File: src/rtl/norm_shift_ctrl_if.sv
// Handshake and result bundle between the normaliser and its user.
interface norm_shift_ctrl_if #(
    parameter int WIDTH   = 40,
    parameter int SHIFT_W = 4
);
    logic [WIDTH-1:0]   in_data;
    logic               in_valid;
    logic               in_ready;
    logic               busy;
    logic [WIDTH-1:0]   out_data;
    logic [SHIFT_W-1:0] out_shift;
    logic [SHIFT_W-1:0] out_div;
    logic               out_sat;
    logic               out_valid;

    modport master (
        output in_data, in_valid,
        input  in_ready, busy, out_data, out_shift, out_div, out_sat, out_valid
    );

    modport slave (
        input  in_data, in_valid,
        output in_ready, busy, out_data, out_shift, out_div, out_sat, out_valid
    );
endinterface

File: src/rtl/norm_shift_ctrl.sv
// Normaliser for the sigma-delta frequency path: right-shifts a captured
// magnitude one bit per clock until the top HEADROOM bits are clear, then
// publishes the word, the shift count and the divider code DIV_BASE - shift.
module norm_shift_ctrl #(
    parameter int WIDTH      = 40,
    parameter int HEADROOM   = 12,
    parameter int SHIFT_W    = 4,
    parameter int MAX_SHIFT  = 15,
    parameter int DIV_BASE   = 12,
    parameter int AUTO_START = 1
) (
    input  logic              CLK67MHZ,
    input  logic              resetPort,
    norm_shift_ctrl_if.slave  bus
);

    typedef enum logic [1:0] {
        S_IDLE  = 2'd0,
        S_SHIFT = 2'd1,
        S_DONE  = 2'd2
    } state_t;

    localparam logic [SHIFT_W-1:0] MAX_CNT = SHIFT_W'(MAX_SHIFT);

    state_t             state_q, state_d;
    logic [WIDTH-1:0]   work_q, work_d;
    logic [SHIFT_W-1:0] cnt_q, cnt_d;
    logic [WIDTH-1:0]   prev_in_q, prev_in_d;
    logic [WIDTH-1:0]   out_data_q, out_data_d;
    logic [SHIFT_W-1:0] out_shift_q, out_shift_d;
    logic [SHIFT_W-1:0] out_div_q, out_div_d;
    logic               out_sat_q, out_sat_d;

    logic in_ready;
    logic change;
    logic start;
    logic headroom_ok;

    // Divider code for a given shift count, floored at zero.
    function automatic logic [SHIFT_W-1:0] div_code(input logic [SHIFT_W-1:0] shift);
        if (int'(shift) > DIV_BASE) begin
            return '0;
        end
        return SHIFT_W'(DIV_BASE - int'(shift));
    endfunction

    // Start qualification: value change in auto mode, handshake otherwise.
    always_comb begin
        in_ready    = (state_q == S_IDLE) && !resetPort;
        change      = (prev_in_q != bus.in_data);
        start       = (AUTO_START != 0) ? change : (bus.in_valid && in_ready);
        headroom_ok = (work_q[WIDTH-1 -: HEADROOM] == '0);
    end

    // Next-state and datapath update; a start overrides whatever SHIFT would do.
    always_comb begin
        state_d     = state_q;
        work_d      = work_q;
        cnt_d       = cnt_q;
        prev_in_d   = bus.in_data;
        out_data_d  = out_data_q;
        out_shift_d = out_shift_q;
        out_div_d   = out_div_q;
        out_sat_d   = out_sat_q;

        case (state_q)
            S_SHIFT: begin
                if (headroom_ok || (cnt_q == MAX_CNT)) begin
                    out_data_d  = work_q;
                    out_shift_d = cnt_q;
                    out_div_d   = div_code(cnt_q);
                    out_sat_d   = !headroom_ok;
                    state_d     = S_DONE;
                end else begin
                    work_d = work_q >> 1;
                    cnt_d  = cnt_q + 1'b1;
                end
            end
            S_DONE:  state_d = S_IDLE;
            default: state_d = S_IDLE;
        endcase

        // A restart discards any result the aborted pass was about to publish.
        if (start) begin
            work_d      = bus.in_data;
            cnt_d       = '0;
            state_d     = S_SHIFT;
            out_data_d  = out_data_q;
            out_shift_d = out_shift_q;
            out_div_d   = out_div_q;
            out_sat_d   = out_sat_q;
        end
    end

    // State and result registers; reset clears everything including results.
    always_ff @(posedge CLK67MHZ) begin
        if (resetPort) begin
            state_q     <= S_IDLE;
            work_q      <= '0;
            cnt_q       <= '0;
            prev_in_q   <= '0;
            out_data_q  <= '0;
            out_shift_q <= '0;
            out_div_q   <= '0;
            out_sat_q   <= 1'b0;
        end else begin
            state_q     <= state_d;
            work_q      <= work_d;
            cnt_q       <= cnt_d;
            prev_in_q   <= prev_in_d;
            out_data_q  <= out_data_d;
            out_shift_q <= out_shift_d;
            out_div_q   <= out_div_d;
            out_sat_q   <= out_sat_d;
        end
    end

    assign bus.in_ready  = in_ready;
    assign bus.busy      = (state_q != S_IDLE);
    assign bus.out_valid = (state_q == S_DONE);
    assign bus.out_data  = out_data_q;
    assign bus.out_shift = out_shift_q;
    assign bus.out_div   = out_div_q;
    assign bus.out_sat   = out_sat_q;

endmodule
File: src/flat_wrapper.sv
// flat-port wrapper written by rule: the top's interface ports become plain ports
module norm_shift_ctrl_flat 
#(
    parameter int WIDTH      = 40,
    parameter int HEADROOM   = 12,
    parameter int SHIFT_W    = 4,
    parameter int MAX_SHIFT  = 15,
    parameter int DIV_BASE   = 12,
    parameter int AUTO_START = 1
)
  (CLK67MHZ, resetPort, bus_in_data, bus_in_valid, bus_in_ready, bus_busy, bus_out_data, bus_out_shift, bus_out_div, bus_out_sat, bus_out_valid);
  norm_shift_ctrl_if #(.WIDTH(WIDTH), .SHIFT_W(SHIFT_W)) bus_i ();
  input  logic CLK67MHZ;
  input  logic resetPort;
  input wire logic [$bits(bus_i.in_data)-1:0] bus_in_data;
  input wire logic [$bits(bus_i.in_valid)-1:0] bus_in_valid;
  output wire logic [$bits(bus_i.in_ready)-1:0] bus_in_ready;
  output wire logic [$bits(bus_i.busy)-1:0] bus_busy;
  output wire logic [$bits(bus_i.out_data)-1:0] bus_out_data;
  output wire logic [$bits(bus_i.out_shift)-1:0] bus_out_shift;
  output wire logic [$bits(bus_i.out_div)-1:0] bus_out_div;
  output wire logic [$bits(bus_i.out_sat)-1:0] bus_out_sat;
  output wire logic [$bits(bus_i.out_valid)-1:0] bus_out_valid;
  assign bus_i.in_data = bus_in_data;
  assign bus_i.in_valid = bus_in_valid;
  assign bus_in_ready = bus_i.in_ready;
  assign bus_busy = bus_i.busy;
  assign bus_out_data = bus_i.out_data;
  assign bus_out_shift = bus_i.out_shift;
  assign bus_out_div = bus_i.out_div;
  assign bus_out_sat = bus_i.out_sat;
  assign bus_out_valid = bus_i.out_valid;
  norm_shift_ctrl #(.WIDTH(WIDTH), .HEADROOM(HEADROOM), .SHIFT_W(SHIFT_W), .MAX_SHIFT(MAX_SHIFT), .DIV_BASE(DIV_BASE), .AUTO_START(AUTO_START)) u_core (.CLK67MHZ(CLK67MHZ), .resetPort(resetPort), .bus(bus_i));
endmodule
File: config.mk
export PLATFORM = sky130hd
export DESIGN_NAME = norm_shift_ctrl_flat
export DESIGN_NICKNAME = d
export VERILOG_FILES = /design/src/rtl/norm_shift_ctrl_if.sv /design/src/rtl/norm_shift_ctrl.sv /design/src/flat_wrapper.sv
export SDC_FILE = /design/constraint.sdc
export NUM_CORES = 1
export LEC_CHECK = 0
export CAP_MARGIN = 25
export CELL_PAD_IN_SITES_DETAIL_PLACEMENT = 1
export CELL_PAD_IN_SITES_GLOBAL_PLACEMENT = 2
export CORE_MARGIN = 10
export CORE_UTILIZATION = 34
export CTS_BUF_LIST = sky130_fd_sc_hd__clkbuf_16
export DETAILED_ROUTE_END_ITERATION = 12
export GPL_ROUTABILITY_DRIVEN = 0
export PLACE_DENSITY_LB_ADDON = 0.25
export SLEW_MARGIN = 20
export SYNTH_ARGS = -nofsm -noshare
export SYNTH_HDL_FRONTEND = slang
export SYNTH_SLANG_ARGS = --single-unit
File: constraint.sdc
create_clock -name CLK67MHZ -period 2.3 [get_ports CLK67MHZ]
set_input_delay 0.46 -clock CLK67MHZ [delete_from_list [all_inputs] [get_ports CLK67MHZ]]
set_output_delay 0.46 -clock CLK67MHZ [all_outputs]
set_load 0.02 [all_outputs]
# After elaboration in Yosys (flattened, before gate mapping)
# Cells that the tools add are included.
word_totals:
  inputBits: 43
  word_cells: 45
  register_bits: 135
  output_inout_bits: 52
op_classes:
  n_bitwise: 3
  eq_ne: 6
  magnitude_cmp: 1
  mux: 11
  n_addsub: 2
  reduce_logical: 13
ops:
  columns: ["op", "n"]
  rows:
  - ["40-bit 2-to-1 mux", 3]
  - ["40-bit != test", 1]
  - ["12-bit logical NOT", 1]
  - ["4-bit 2-to-1 mux", 2]
  - ["1-bit 2-to-1 mux", 6]
  - ["4-bit by 1-bit adder with 4-bit output, second input constant", 1]
  - ["4-bit equality test, second input constant", 1]
  - ["4-bit > comparator, second input constant", 1]
  - ["2-bit AND reduction", 2]
  - ["2-bit nonzero test", 2]
  - ["4-bit subtractor, first input constant", 1]
  - ["3-bit by 1-bit != test with 1-bit output, second input constant", 1]
  - ["1-bit NOT", 3]
  - ["3-bit AND reduction", 1]
  - ["3-bit OR reduction", 1]
  - ["2-bit by 1-bit equality test with 1-bit output, second input constant", 1]
  - ["2-bit equality test, second input constant", 1]
  - ["1-bit logical NOT", 2]
  - ["2-bit logical NOT", 1]
  - ["2-bit by 1-bit != test with 1-bit output, second input constant", 1]
  - ["2-bit OR reduction", 1]
  - ["1-bit logical AND", 1]
  - ["1-bit logical OR", 1]

# Logic depth before layout (Yosys ltp)
# Gate-level depths: netlist of run 1.
depth:
  depth_word: 5
  ltp_mapped: 8
  mapped_depth_nobuf: 6

# Worst setup path after synthesis of run 1
# No wires, ideal clock.
synth_timing:
  path_type: "input port to flip-flop"
  startpoint: "in bus_in_data[25]"
  endpoint: "reg u_core.work_q[28]"
  n_path_buf: 2
  setup_slack_ps: 254
  setup_time_ps: 121
  t_arrival_ps: 1926
  required_ps: 2179
  stages: 7
  cell_sequence: "xnor2_1 -> nand4_1 -> nor4_4 -> and3_1 -> buf_2 -> buf_6 -> mux2_2"
synth_between:
  elab_chain_cells: 3
  elab_cells_between_ends: 5
  classes_between: "eq/ne: 2; mux: 1; reduce/logical: 2"
synth_lines:
  columns: ["element", "line", "text"]
  rows:
  - ["start, declared", "flat_wrapper.sv:15", "input wire logic [$bits(bus_i.in_data)-1:0] bus_in_data;"]
  - ["40-bit != test *", "norm_shift_ctrl.sv:50", "change = (prev_in_q != bus.in_data);"]
  - ["2-bit by 1-bit != test with 1-bit output (no line) or 2-bit nonzero test (tied branches)", null, null]
  - ["2-bit AND reduction (no line)", null, null]
  - ["end signal, assigned", "norm_shift_ctrl.sv:108", "work_q <= work_d;"]
  - ["end, declared", "norm_shift_ctrl.sv:26", "logic [WIDTH-1:0] work_q, work_d;"]
# Mark *: on every way between the ends. The rest lies on a longest branch, timed or not.
# A chain may end at the register's enable or synchronous reset.

# Worst setup path in the final report of run 1
layout_timing:
  startpoint: "reg u_core.state_q[0]"
  endpoint: "out bus_in_ready"
layout_between:
  elab_chain_cells: 2
layout_lines:
  columns: ["element", "line", "text"]
  rows:
  - ["start, declared", "norm_shift_ctrl.sv:25", "state_t state_q, state_d;"]
  - ["start signal, assigned", "norm_shift_ctrl.sv:107", "state_q <= state_d;"]
  - ["2-bit logical NOT", "norm_shift_ctrl.sv:49", "in_ready = (state_q == S_IDLE) && !resetPort;"]
  - ["1-bit logical AND", "norm_shift_ctrl.sv:49", null]
  - ["end, declared", "flat_wrapper.sv:17", "output wire logic [$bits(bus_i.in_ready)-1:0] bus_in_ready;"]
# Every way passes these cells.

==> summary.md, run 1 <==
| Metric | Value |
|---|---|
| Power after layout | `5.87 mW` |
| Post-route minimum period | `2220 ps` |
| Critical path's slowest cell | `sky130_fd_sc_hd__clkdlybuf4s50_1` |
| Max Buffers Root-to-Sink | `2` |
| Initial antenna violation count | `2` |
| Arrival time at the worst endpoint | `around 1800 ps` |
| Post-synthesis instance total | `648` |
| Largest stage delay on the critical path | `approximately 620 ps` |
| Flop pwr share | `42.1%` |
| Estimated wirelength of the detail-placed design | `11900 µm` |
| Post-synthesis sequential element count | `135` |
| Proportion of total power due to net switching | `23.4%` |
| Die Outline Area | `24700 µm²` |
| Peak-usage layer in the global routing report | `met2` |
| Remaining global-route overflow | `0` |
| Least-Margin Pin Slew | `618 ps` |
| CP startpoint kind | `register` |
| Count of synthesis-stage warnings from yosys | `0` |
| CTS tree | `built` |
| Hold Fails Final Rpt | `0` |
| Via Count | `4753` |
| Worst path cell trace | `or2_2 -> nor2_1 -> clkdlybuf4s50_1` |
| Most common cell after layout, fill and taps aside | `sky130_fd_sc_hd__dfxtp_1` |
| Clock transition at the registers of the reported paths | `60 ps` |
| Setup-failing EPs final | `0` |
| Final period util | `96.6%` |
| Critical path peak fanout | `3` |
| Routed wirelength normalized by instance count | `between 15 and 20 µm` |
| Critical path class | `register to primary output` |
| Cell Rows | `50` |
| Static leakage power | `3.36 nW` |
| First-pass GRT wire length | `~27000 µm` |
| Number of buffers inserted for hold repair after clock tree synthesis | `0` |
| Switching power summed over all nets | `1.38 mW` |
| CP endpoint kind | `primary output` |
| Met1 track demand over resource | `16.9%` |
| Clock sinks | `135` |
| WL final | `17300 µm` |
| Remaining max-slew budget at the tightest pin | `58.8%` |
| Number of distinct library cell variants in the gate-level netlist after synthesis | `37` |
| Result of the run | `finished clean` |
| Antenna Diode Count | `0` |
| Post-place instance area | `7630 µm²` |
| Logic gate share of total power | `under 10%` |
| Number of nets with antenna violations after detailed routing | `0` |
| Global Route met3 Usage | `3.98%` |
| Post-synthesis sequential area ratio | `42.3%` |
| Width of the die | `157 µm` |
| Pin count of the biggest net entering global routing | `181` |
| 1st-iter DRT viols | `205` |
| Maximum operating frequency | `0.450 GHz` |
| Max rail drop VDD | `506 µV` |
| Cell area after layout | `8430 µm²` |
| Per-cell via count in the routed design | `4.79` |
| Root buf cell | `sky130_fd_sc_hd__clkbuf_16` |
| Number of top-level design ports | `95` |
| Final nets | `791` |
| Power density over the cells | `696 nW/µm²` |
| Maximum Capacitance Violations | `0` |
| Post-Synthesis Mean Instance Area | `9.86 µm²` |
| Clock share of power | `between 40% and 50%` |
| CORE AREA | `18600 µm²` |
| Met2 usage | `23.0%` |
| Commonest cells after routing, fill and taps aside | `sky130_fd_sc_hd__dfxtp_1, sky130_fd_sc_hd__nand2b_1, sky130_fd_sc_hd__mux2i_1, sky130_fd_sc_hd__clkdlybuf4s50_1` |
| Area growth from synthesis to layout | `31.8%` |
| Worst EP required | `1840 ps` |
| Die Span Y | `157 µm` |
| Final setup TNS | `0 ps` |
| Unrepaired setup endpoints after global routing | `yes` |
| Vias in the first global route | `5059` |
| Number of search-and-repair iterations in the first detailed-routing pass | `4` |
| Tightest Hold Check Type | `primary input to register` |
| Worst hold margin | `367 ps` |
| Number of max-slew violations in the final report | `0` |
| GRT Total Usage | `14.0%` |
| Effective utilization at floorplan | `34.4%` |
| Int Power | `between 4 and 5 mW` |
| Number of fillers in the final layout | `2049` |
| Utilization after layout | `between 40% and 50%` |
| Cts bufs inserted | `17` |
| Cell Area, Synth | `6390 µm²` |
| CTS H-tree lvls | `4` |
| Synthesized net count | `693` |
| Total DRC errors in the routed layout | `0` |
| Worst-case clock skew | `9.78 ps` |
| Clock latency at the later pin of the worst-skew pair | `430 ps` |
| Proportion of layout cells with a drive suffix above 1 | `about 12%` |
| Port Buffer Count | `just over 90` |
[worst max-delay path: cells and delay by family, from the launching register on]
| family | cells | cell delay [ps] |
|---|---|---|
| buffers and inverters | 1 | 620 |
| DFF | 1 | 320 |
| and+or+nand+nor | 2 | 400 |
[area by class of cell]
class | count | area, µm² | area share (%)
Multi-Input combinational cell | 431 | 3350 | 39.7
Timing Repair Buffer | 125 | 1320 | 15.6
Sequential cell | 135 | 2700 | 32.1
Inverter | 36 | 135 | 1.60
Clock inverter | 15 | 204 | 2.42
Clock buffer | 17 | 425 | 5.05
Tap cell | 234 | 293 | 3.47
[per-layer routing]
| layer | part of all wire, % | up-vias |
|---|---|---|
| met1 | 45 | 2294 |
| met4 | 1.2 | 4 |
| met2 | 48 | 74 |
| met3 | 4.8 | 17 |
| met5 | 0.18 | - |
| li1 | - | 2364 |
[path summary, 6_finish.rpt]
check | to | from | cells past startpoint | slack, ps
min | u_core.prev_in_q[11] | bus_in_data[11] | 3 | 370
max reg2reg | u_core.bus.out_data[13] | u_core.prev_in_q[6] | 6 | 270
max | bus_in_ready | u_core.state_q[0] | 3 | 80
min reg2reg | u_core.bus.out_data[25] | u_core.bus.out_data[25] | 2 | 470
[sequential cells by signal, indices dropped and copies added, names as in the netlist]
register              cells
u_core.cnt_q              4
u_core.work_q            40
u_core.bus.out_div        4
u_core.bus.out_sat        1
u_core.prev_in_q         40
u_core.bus.out_shift      4
u_core.state_q            2
u_core.bus.out_data      40
[timing repair]
item | 4_1_cts | 5_1_grt
endpoints found under the setup margin | 14 | 53
cloned | 0 | 4
pin swaps | 0 | 12
hold endpoints to repair | 0 | 0
buffers inserted | 0 | 0
resized for setup | 4 | 14
[per-stage QoR]
stage | setup WS [ps] | std cells
floorplan | 254 | 648
global placement | -416 | 957
CTS | 28.9 | 989
detailed placement | -486 | 957
finish | 77.6 | 993
global route | -8.15 | 993
[synthesized netlist by cell type]
library cell	n	area [µm²]
sky130_fd_sc_hd__xor2_1	1	8.76
sky130_fd_sc_hd__nand3b_1	2	15.0
sky130_fd_sc_hd__o21bai_1	33	248
sky130_fd_sc_hd__buf_4	5	37.5
sky130_fd_sc_hd__dfxtp_1	135	2700
sky130_fd_sc_hd__buf_12	4	80.1
sky130_fd_sc_hd__nand3_1	4	20.0
sky130_fd_sc_hd__inv_1	36	135
sky130_fd_sc_hd__a311oi_1	2	17.5
sky130_fd_sc_hd__nand4_1	11	68.8
sky130_fd_sc_hd__a21oi_4	1	16.3
sky130_fd_sc_hd__nor4_4	2	42.5
sky130_fd_sc_hd__nor4_2	3	37.5
sky130_fd_sc_hd__nor2b_1	9	56.3
sky130_fd_sc_hd__and3_1	34	213
sky130_fd_sc_hd__nor3_1	7	35.0
sky130_fd_sc_hd__or2_2	1	6.26
sky130_fd_sc_hd__a41oi_1	2	17.5
sky130_fd_sc_hd__a21oi_1	3	15.0
sky130_fd_sc_hd__a22oi_1	1	7.51
sky130_fd_sc_hd__clkbuf_1	34	128
sky130_fd_sc_hd__nand3_2	1	10.0
sky130_fd_sc_hd__nand2_1	3	11.3
sky130_fd_sc_hd__and4_1	1	8.76
sky130_fd_sc_hd__a21boi_0	33	248
sky130_fd_sc_hd__a31oi_1	1	6.26
sky130_fd_sc_hd__a211oi_1	1	7.51
sky130_fd_sc_hd__mux2i_1	86	861
sky130_fd_sc_hd__mux2_2	7	78.8
sky130_fd_sc_hd__buf_2	2	10.0
sky130_fd_sc_hd__ha_1	2	25.0
sky130_fd_sc_hd__nor4_1	1	6.26
sky130_fd_sc_hd__buf_6	1	11.3
sky130_fd_sc_hd__o21ai_0	1	5.00
sky130_fd_sc_hd__nand2b_1	127	795
sky130_fd_sc_hd__nor2_1	9	33.8
sky130_fd_sc_hd__xnor2_1	42	368
[power groups by stage]
stage                     clock [mW]  combinational, mW  sequential (mW)
after detailed placement           0              0.488             2.52
final                           2.91              0.490             2.47
after CTS                       2.98              0.494             2.47
after global routing            3.06              0.543             2.48
after floorplan                    0              0.291             2.50
after global placement             0              0.477             2.52
[logic make-up after synthesis]
| kind of cell | synth area share, % |
|---|---|
| buf+inv | 6.28 |
| simple gates | 21.3 |
| xor+xnor | 5.89 |
| compound gates | 9.20 |
| flops | 42.3 |
| mux | 14.7 |
| fa+ha+maj | 0.391 |
No activity file was read; power rests on OpenSTA's default activity.
==> inputs of run 2 (changes only) <==
CORE_ASPECT_RATIO = 0.6   (was unset)
==> run 2 against run 1 <==
  * Clock power shrank 3%
  * Final cell count up 1.1%
  * Setup slack worse by 80 ps
  * Highest routed layer unchanged
  * Combinational power up 4.5%
  * Die area is 0.73% higher
  * Clock-buffer cell count is the same
  * Critical endpoint is now u_core.bus.out_data[5]
  * Fmax decreased by 3.5%
  * Wire length up 4.5%
  * Core utilization up 0.56 points
  * Non-clock buffer count grew 2
  * The run now ends with setup timing left
==> summary.md, run 2 (same netlist as run 1, synthesis figures left out) <==
| Metric | Value |
|---|---|
| Result of the run | `finished with violations` |
| Violated checks | `setup timing` |
| Cell area after layout | `approximately 8400 µm²` |
| Max Buffers Root-to-Sink | `2` |
| Clock sinks | `135` |
| Die Span Y | `~130 µm` |
| Cts bufs inserted | `17` |
| Number of fillers in the final layout | `around 2000` |
| Tightest Hold Check Type | `primary input to register` |
| Proportion of layout cells with a drive suffix above 1 | `11.7%` |
| GRT Total Usage | `14.9%` |
| Final period util | `100%` |
| Number of top-level design ports | `95` |
| Worst-case clock skew | `17.1 ps` |
| DR WL met2 | `7930 µm` |
| Arrival time at the worst endpoint | `about 2700 ps` |
| Post-route minimum period | `2300 ps` |
| Remaining global-route overflow | `0` |
| Estimated wirelength of the detail-placed design | `between 10000 and 15000 µm` |
| Detailed route wirelength on metal3 | `846 µm` |
| Total DRC errors in the routed layout | `0` |
| Maximum Capacitance Violations | `0` |
| Remaining max-slew budget at the tightest pin | `58.2%` |
| Routed met1 length | `approximately 9100 µm` |
| Commonest cells after routing, fill and taps aside | `sky130_fd_sc_hd__dfxtp_1, sky130_fd_sc_hd__nand2b_1, sky130_fd_sc_hd__clkdlybuf4s50_1` |
| Final critical-path setup slack | `-2.32 ps` |
| Maximum operating frequency | `0.434 GHz` |
| Initial antenna violation count | `3` |
| Worst EP required | `2650 ps` |
| Post-place instance area | `~7700 µm²` |
| Clock latency at the later pin of the worst-skew pair | `430 ps` |
| CP endpoint kind | `register` |
| Per-cell via count in the routed design | `4.82` |
| Least-Margin Pin Slew | `627 ps` |
| Effective utilization at floorplan | `approximately a third` |
| Setup Slack @ Placement | `-523 ps` |
| Max rail drop VDD | `458 µV` |
| Pin count of the biggest net entering global routing | `181` |
| Routed wirelength normalized by instance count | `18.0 µm` |
| Number of search-and-repair iterations in the first detailed-routing pass | `4` |
| Highest signal layer in the routed design | `met5` |
| Number of max-slew violations in the final report | `0` |
| Power after layout | `5.81 mW` |
| Area growth from synthesis to layout | `31.1%` |
| Most common cell on crit path | `sky130_fd_sc_hd__buf_4` |
| Width of the die | `197 µm` |
| CTS H-tree lvls | `4` |
| Most common cell after layout, fill and taps aside | `sky130_fd_sc_hd__dfxtp_1` |
| CP startpoint kind | `primary input` |
| Worst path cell trace | `clkdlybuf4s50_1 -> xnor2_1 -> buf_4 -> nand4_1 -> buf_4 -> nor4_1 -> and4_4 -> buf_12 -> mux2i_1` |
| Root buf cell | `sky130_fd_sc_hd__clkbuf_16` |
| CORE AREA | `18300 µm²` |
| First-pass GRT wire length | `29300 µm` |
| 1st-iter DRT viols | `192` |
| Hold Fails Final Rpt | `0` |
| Vias in the first global route | `between 5000 and 6000` |
| Worst hold margin | `372 ps` |
| Port Buffer Count | `93` |
| Final setup TNS | `-2.32 ps` |
| Critical path peak fanout | `20` |
| Setup-failing EPs final | `1` |
| Final nets | `793` |
| Die Outline Area | `roughly 25000 µm²` |
| Critical path class | `primary input to register` |
| Via Count | `4842` |
| Clock transition at the registers of the reported paths | `60 ps` |
| Cell Rows | `38` |
| Number of nets with antenna violations after detailed routing | `0` |
| CTS tree | `built` |
| WL final | `around 18000 µm` |
| Power density over the cells | `693 nW/µm²` |
| Static leakage power | `3.34 nW` |
| Largest stage delay on the critical path | `500 ps` |
| Critical path's slowest cell | `sky130_fd_sc_hd__clkdlybuf4s50_1` |
run 2: cell count changes in the layout (fill, tap and decap cells not counted), moves of 3 or more:
| cell | previous run | this run |
|---|---|---|
| sky130_fd_sc_hd__buf_4 | 20 | 28 |
| sky130_fd_sc_hd__buf_6 | 5 | 0 |
| sky130_fd_sc_hd__inv_6 | 1 | 4 |
| sky130_fd_sc_hd__clkinv_4 | 5 | 0 |
| sky130_fd_sc_hd__clkinvlp_4 | 3 | 6 |
| sky130_fd_sc_hd__diode_2 | 0 | 3 |
run 2: through the flow:
| stage | std cells | utilization, % |
|---|---|---|
| after floorplan | 648 | - |
| after global placement | 967 | 42.1 |
| after global routing | 1001 | 45.9 |
| after CTS | 999 | 45.4 |
| after detailed placement | 967 | 42.1 |
| final | 1004 | 45.9 |
run 2: final timing paths:
| check | from | to | slack [ps] | cells after the start |
|---|---|---|---|---|
| max | bus_in_data[7] | u_core.bus.out_data[5] | -2 | 9 |
| min | bus_in_data[24] | u_core.prev_in_q[24] | 370 | 3 |
| max reg2reg | u_core.prev_in_q[24] | u_core.work_q[5] | 80 | 8 |
| min reg2reg | u_core.bus.out_data[36] | u_core.bus.out_data[36] | 470 | 2 |
run 2: area by class of cell:
type / count / area, µm² / area share (%)
tap: 240 / 300 / 3.58
inverter: 36 / 135 / 1.61
multi-input combinational: 431 / 3340 / 39.9
timing repair buffer: 127 / 1290 / 15.4
clock buffer: 17 / 425 / 5.08
antenna: 3 / 7.51 / 0.0896
clock inverter: 15 / 178 / 2.12
sequential: 135 / 2700 / 32.2
run 2: what timing repair did:
| action | 4_1_cts | 5_1_grt |
|---|---|---|
| hold buffers | 0 | 0 |
| gates resized for setup | 1 | 12 |
| pin swaps | 0 | 13 |
| endpoints found under the hold margin | 0 | 0 |
| setup endpoints to repair | 33 | 74 |
| buffers inserted | 0 | 1 |
| gates cloned | 0 | 1 |
run 2: routing by layer:
layer	vias to the layer above	GRT usage [%]
met5	-	0
met4	2	5.22
met3	16	4.26
met2	80	22.2
met1	2363	20.0
li1	2381	-
run 2: critical path, delay by kind of cell:
family        cells  cell delay [ps]
xor+xnor          1              140
simple gates      3              760
buf+inv           4             1060
mux               1              210
run 2: power by group:
group          internal [mW]  switching [mW]
clock network           1.71            1.12
logic                  0.267           0.244
registers               2.42          0.0535
==> edit 1 (config.mk and constraints of run 2) <==
`SHIFT_W` is set to 4 in 3 places; all go to 6.
--- a/src/rtl/norm_shift_ctrl_if.sv
+++ b/src/rtl/norm_shift_ctrl_if.sv
@@ -2,5 +2,5 @@
 interface norm_shift_ctrl_if #(
     parameter int WIDTH   = 40,
-    parameter int SHIFT_W = 4
+    parameter int SHIFT_W = 6
 );
     logic [WIDTH-1:0]   in_data;
--- a/src/rtl/norm_shift_ctrl.sv
+++ b/src/rtl/norm_shift_ctrl.sv
@@ -5,5 +5,5 @@
     parameter int WIDTH      = 40,
     parameter int HEADROOM   = 12,
-    parameter int SHIFT_W    = 4,
+    parameter int SHIFT_W    = 6,
     parameter int MAX_SHIFT  = 15,
     parameter int DIV_BASE   = 12,
--- a/src/flat_wrapper.sv
+++ b/src/flat_wrapper.sv
@@ -4,5 +4,5 @@
     parameter int WIDTH      = 40,
     parameter int HEADROOM   = 12,
-    parameter int SHIFT_W    = 4,
+    parameter int SHIFT_W    = 6,
     parameter int MAX_SHIFT  = 15,
     parameter int DIV_BASE   = 12,
Ports: changed (resized bus_out_div and bus_out_shift); port bits go from 95 to 99. The function was not compared with the original's and may differ.
==> edit 1 against run 2 <==
  * The flow still finishes with violations (negative setup slack)
  * Critical path depth up 1
  * Critical path type unchanged
  * Sequential cell count up 6
  * Area after synthesis is 5.5% higher
  * Final area is 9.8% higher
  * Power is 0.34% higher
  * Setup slack got worse by 0.051 ns
  * Routed wire length up 13%
  * Synthesized cell count is 6.0% higher
  * Count of clock-buffer cells in the layout stayed put
  * Largest cell class unchanged
==> edit 1: results (changes against run 2) <==
Synthesis
  – Register area share after synthesis: 0.419 (-0.00415)
  – Top cells by count, synth: dfxtp_1 (141), nand2b_1 (136), mux2i_1 (93), inv_1 (42)
  – Post-Synth Adder-Cell Area: 0.00371 (-0.000203)
  – Post-synthesis cell type count: 38 (+2.7%)
  – Synth Area in XOR/XNOR: 0.0598 (+0.000836)
  – Avg Synthesized Cell Area: 9.81 sq um (-0.51%)
  – Synth Area in Compound Gates: 0.0954 (+0.00338)
  – Mux contribution to synthesized area: 0.140 (-0.00727)

Layout
  – Multi-input logic area: 0.00364 sq mm (+8.9%)
  – Nets: 843 (+6.3%)
  – Filler instances: 2111 (+4.2%)
  – Count of multi-input gates: 454 (+5.3%)
  – Layout cell share with drive strength beyond 1: 0.141 (+0.0236)
  – Seq/total area: 0.307 (-0.0154)
  – Seq cells: 141 (+4.4%)
  – Inverters, non-clock: 42 (+17%)

Detailed routing
  – Via count: 5125 (+5.8%)
  – Max Used Layer: met4
  – Final wirelength: 20500 um (+13%)
  – Vias per inst: 4.76 (-1.3%)

Hold path
  – Min-delay src: bus_in_data[5]

Clock tree
  – Setup Fix Bufs, Post-CTS: 8 (+8)
  – Post-CTS Resized: 45 (+44)

Power and ir drop
  – P_int: 4.44 mW (+1.2%)

Global routing
  – Pin count of the biggest net entering global routing: 162 (-10%)
  – Total Routing Usage GR: 0.153 (+0.00438)
  – First-pass GRT wire length: 31300 um (+6.7%)

Worst setup path
  – FF-to-FF End: u_core.bus.out_div[3]$_SDFFE_PP0P_
  – Slowest Stage Delay on Critical Path: 0.60 ns (+0.10 ns)
  – Slowest-stage cell, CP: or4_4
  – Worst setup path startpoint: bus_in_data[14]

Timing
  – Setup WS post-layout: -0.0532 ns (-0.0508 ns)
  – Setup TNS: -0.893 ns (-0.891 ns)
  – Final setup fails: 45 (+44)

Run status
  – Failing checks: negative setup slack
  – Outcome: finished, violations left
==> edit 1: changes by cell type in the layout (fill, tap and decap cells not counted), moves of 7 or more <==
cell	run 2	this run
and3_1	33	40
a21boi_0	33	40
xor2_1	1	23
buf_6	0	7
inv_1	38	46
clkdlybuf4s50_1	87	65
buf_4	28	19
xnor2_1	37	12
nand2b_1	127	136
dlygate4sd2_1	0	19
dlymetal6s2s_1	5	12
==> edit 1: logic make-up after synthesis <==
logic type	after synthesis
multiplexers	94
flip-flops	141
AO/OA/AOI/OAI	86
buffers and inverters	92
AND/OR/NAND/NOR	226
XOR/XNOR	46
adder cells (fa/ha/maj)	2
==> edit 1: power by group through the flow <==
stage	clock network, mW	logic [mW]	registers (mW)
finish	2.76	0.491	2.57
global route	2.93	0.540	2.58
CTS	2.83	0.487	2.57
detailed placement	0	0.480	2.62
global placement	0	0.470	2.62
floorplan	0	0.287	2.60
==> edit 2 (config.mk and constraints of run 2) <==
Made on the original files. `out_data_q` and `out_shift_q` no longer have a reset.
--- a/src/rtl/norm_shift_ctrl.sv
+++ b/src/rtl/norm_shift_ctrl.sv
@@ -100,6 +100,4 @@
             cnt_q       <= '0;
             prev_in_q   <= '0;
-            out_data_q  <= '0;
-            out_shift_q <= '0;
             out_div_q   <= '0;
             out_sat_q   <= 1'b0;
@@ -109,9 +107,12 @@
             cnt_q       <= cnt_d;
             prev_in_q   <= prev_in_d;
-            out_data_q  <= out_data_d;
-            out_shift_q <= out_shift_d;
             out_div_q   <= out_div_d;
             out_sat_q   <= out_sat_d;
         end
+    end
+
+    always_ff @(posedge CLK67MHZ) begin
+        out_data_q  <= out_data_d;
+        out_shift_q <= out_shift_d;
     end
 
Behaviour: differs if resetPort is asserted again (counterexample within 4 cycles, from zero or initial values and one cycle with resetPort high); with resetPort held inactive, the same outputs for 10 cycles.
==> edit 2 against run 2 <==
  * Final cell count is 16% lower
  * Power grew 3.6%
  * Worst hold slack improved by 0.025 ns
  * Critical path depth fell by 2
  * Sequential cell count did not move
  * Die area decreased by 14%
  * Register-to-register slack gained 0.02 ns
  * Routed wire length increased by 1.5%
  * Area after synthesis down 16%
  * Final area is 6.6% lower
  * Combinational power down 8.4%
  * Setup slack improved by 0.032 ns
  * Sequential share of layout area is 7.9 points higher
  * Critical endpoint is now u_core.bus.out_div[0]$_SDFFE_PP0P_
  * Largest power group unchanged
  * Highest routed layer is now met4
==> edit 2: results (changes against run 2) <==
Global routing
  – Vias in the first global route: 4737 (-10%)
  – Pin count of the biggest net entering global routing: 92 (-49%)
  – Met3 Use GR: 0.0562 (+0.0136)
  – First-pass GRT wire length: 28300 um (-3.7%)
  – Antenna violations before repair: 0 (-3)
  – GRT met1 Usage: 0.238 (+0.0381)
  – GR met2 Demand/Resource: 0.246 (+0.0239)

Hold path
  – Min-delay src: bus_in_data[1]
  – Worst Hold Path Cells: 2 (-1)
  – Hold endpoint: u_core.prev_in_q[1]$_SDFF_PP0_

Synthesis
  – Number of flops mapped to enable cells by yosys: 44 (+44)
  – Register area share after synthesis: 0.587 (+0.164)
  – Top cells by count, synth: dfxtp_1 (91), edfxtp_1 (44), nand2_1 (44), nor2b_1 (42), nand3_1 (39)
  – Gate Count Post-Synth: 484 (-25%)
  – Net Count, Synth: 529 (-24%)
  – Area contributors post-synth: dfxtp_1 (34%), edfxtp_1 (25%), a311oi_1 (5.9%), xor2_1 (5.2%), nor2b_1 (4.9%)

Detailed routing
  – WL met2: 7560 um (-4.7%)
  – WL/cell: 21.9 um (+21%)
  – Initial DRC count: 356 (+85%)
  – Final wirelength: 18400 um (+1.5%)
  – Met1 WL: 9270 um (+1.5%)
  – Met3 WL: 1320 um (+56%)
  – Vias per inst: 5.32 (+10%)
  – Max Used Layer: met4
  – DR pass1 iterations: 5 (+1)

Placement
  – DP Cell Count: 802 (-17%)
  – Post-Place Worst Slack: -0.466 ns (+0.0570 ns)
  – Dpl hpwl: 12400 um (-1.6%)

Timing
  – Worst Hold Slack: 0.397 ns (+0.0250 ns)
  – Clock skew: 0.0169 ns (-0.000140 ns)
  – Worst Tran Pin Value: 0.446 ns (-0.182 ns)

Clock tree
  – Post-CTS Resized: 3 (+2)
  – Setup Fix Bufs, Post-CTS: 3 (+3)

Worst setup path
  – FF-to-FF End: u_core.bus.out_shift[1]$_DFFE_PP_
  – Arr. time, crit path: 2.61 ns (-0.04 ns)
  – Slowest Stage Delay on Critical Path: 0.53 ns (+0.03 ns)
  – Slowest-stage cell, CP: or4_1
  – Reg-to-Reg Start: u_core.work_q[34]$_SDFFE_PP0P_
  – Cell family with the largest share of critical-path delay: simple AND/OR/NAND/NOR gates
  – R2R cell count: 6 (-2)
  – Peak fanout along the critical path: 3 (-85%)
  – Register-to-register setup slack: 0.10 ns (+0.02 ns)

Layout
  – Filler instances: 1607 (-21%)
  – # diodes: 0 (-3)
  – Layout cell share with drive strength beyond 1: 0.199 (+0.0821)
  – Nets: 670 (-16%)

Run status
  – Outcome: complete, no violations

Power and ir drop
  – Maximum vdd ir drop: 0.000346 V (-25%)
  – Pleak: 2.98 nW (-11%)
  – P_int: 4.67 mW (+6.3%)
## edit 2: worst max-delay path by stage
stage | startpoint | to | slack [ns] | depth (start not counted)
global placement | bus_in_data[38] | u_core.bus.out_data[8]$_DFFE_PP_ | -0.41 | 6
finish | bus_in_data[39] | u_core.bus.out_div[0]$_SDFFE_PP0P_ | 0.03 | 7
global route | bus_in_data[9] | u_core.work_q[5]$_SDFFE_PP0P_ | -0.06 | 9
CTS | u_core.state_q[0]$_SDFFE_PP0P_ | bus_in_ready | 0.02 | 3
detailed placement | bus_in_data[38] | u_core.bus.out_data[7]$_DFFE_PP_ | -0.47 | 6
floorplan | bus_in_data[11] | u_core.bus.out_data[0]$_DFFE_PP_ | -0.43 | 4
## edit 2: power by group through the flow
stage | sequential [mW] | clock (mW) | combinational, mW
final | 2.59 | 2.95 | 0.469
after global routing | 2.60 | 3.12 | 0.507
after CTS | 2.59 | 3.00 | 0.447
after detailed placement | 2.64 | 0 | 0.439
after global placement | 2.63 | 0 | 0.429
after floorplan | 2.62 | 0 | 0.200
## edit 2: logic make-up after synthesis
kind of cell             after synthesis  synth area share
AND/OR/NAND/NOR                      161             0.161
flip-flops                           135             0.587
AO/OA/AOI/OAI                         91             0.122
XOR/XNOR                              43            0.0703
buffers and inverters                 43            0.0357
multiplexers                           9            0.0187
adder cells (fa/ha/maj)                2           0.00467
## edit 2: final cells by class
cell class,count,area share
Clock buffer,17,0.0544
Timing Repair Buffer,162,0.206
Multi-Input combinational cell,306,0.277
Sequential cell,135,0.402
Clock inverter,15,0.0272
Inverter,3,0.00144
Tap cell,203,0.0325
## edit 2: stage by stage
step           power, mW  cell area, sq um
4_1_cts             6.03              7610
2_1_floorplan       2.82              5370
6_report            6.02              7830
5_1_grt             6.23              7830
3_5_place_dp        3.07              6910
3_3_place_gp        3.06              6910
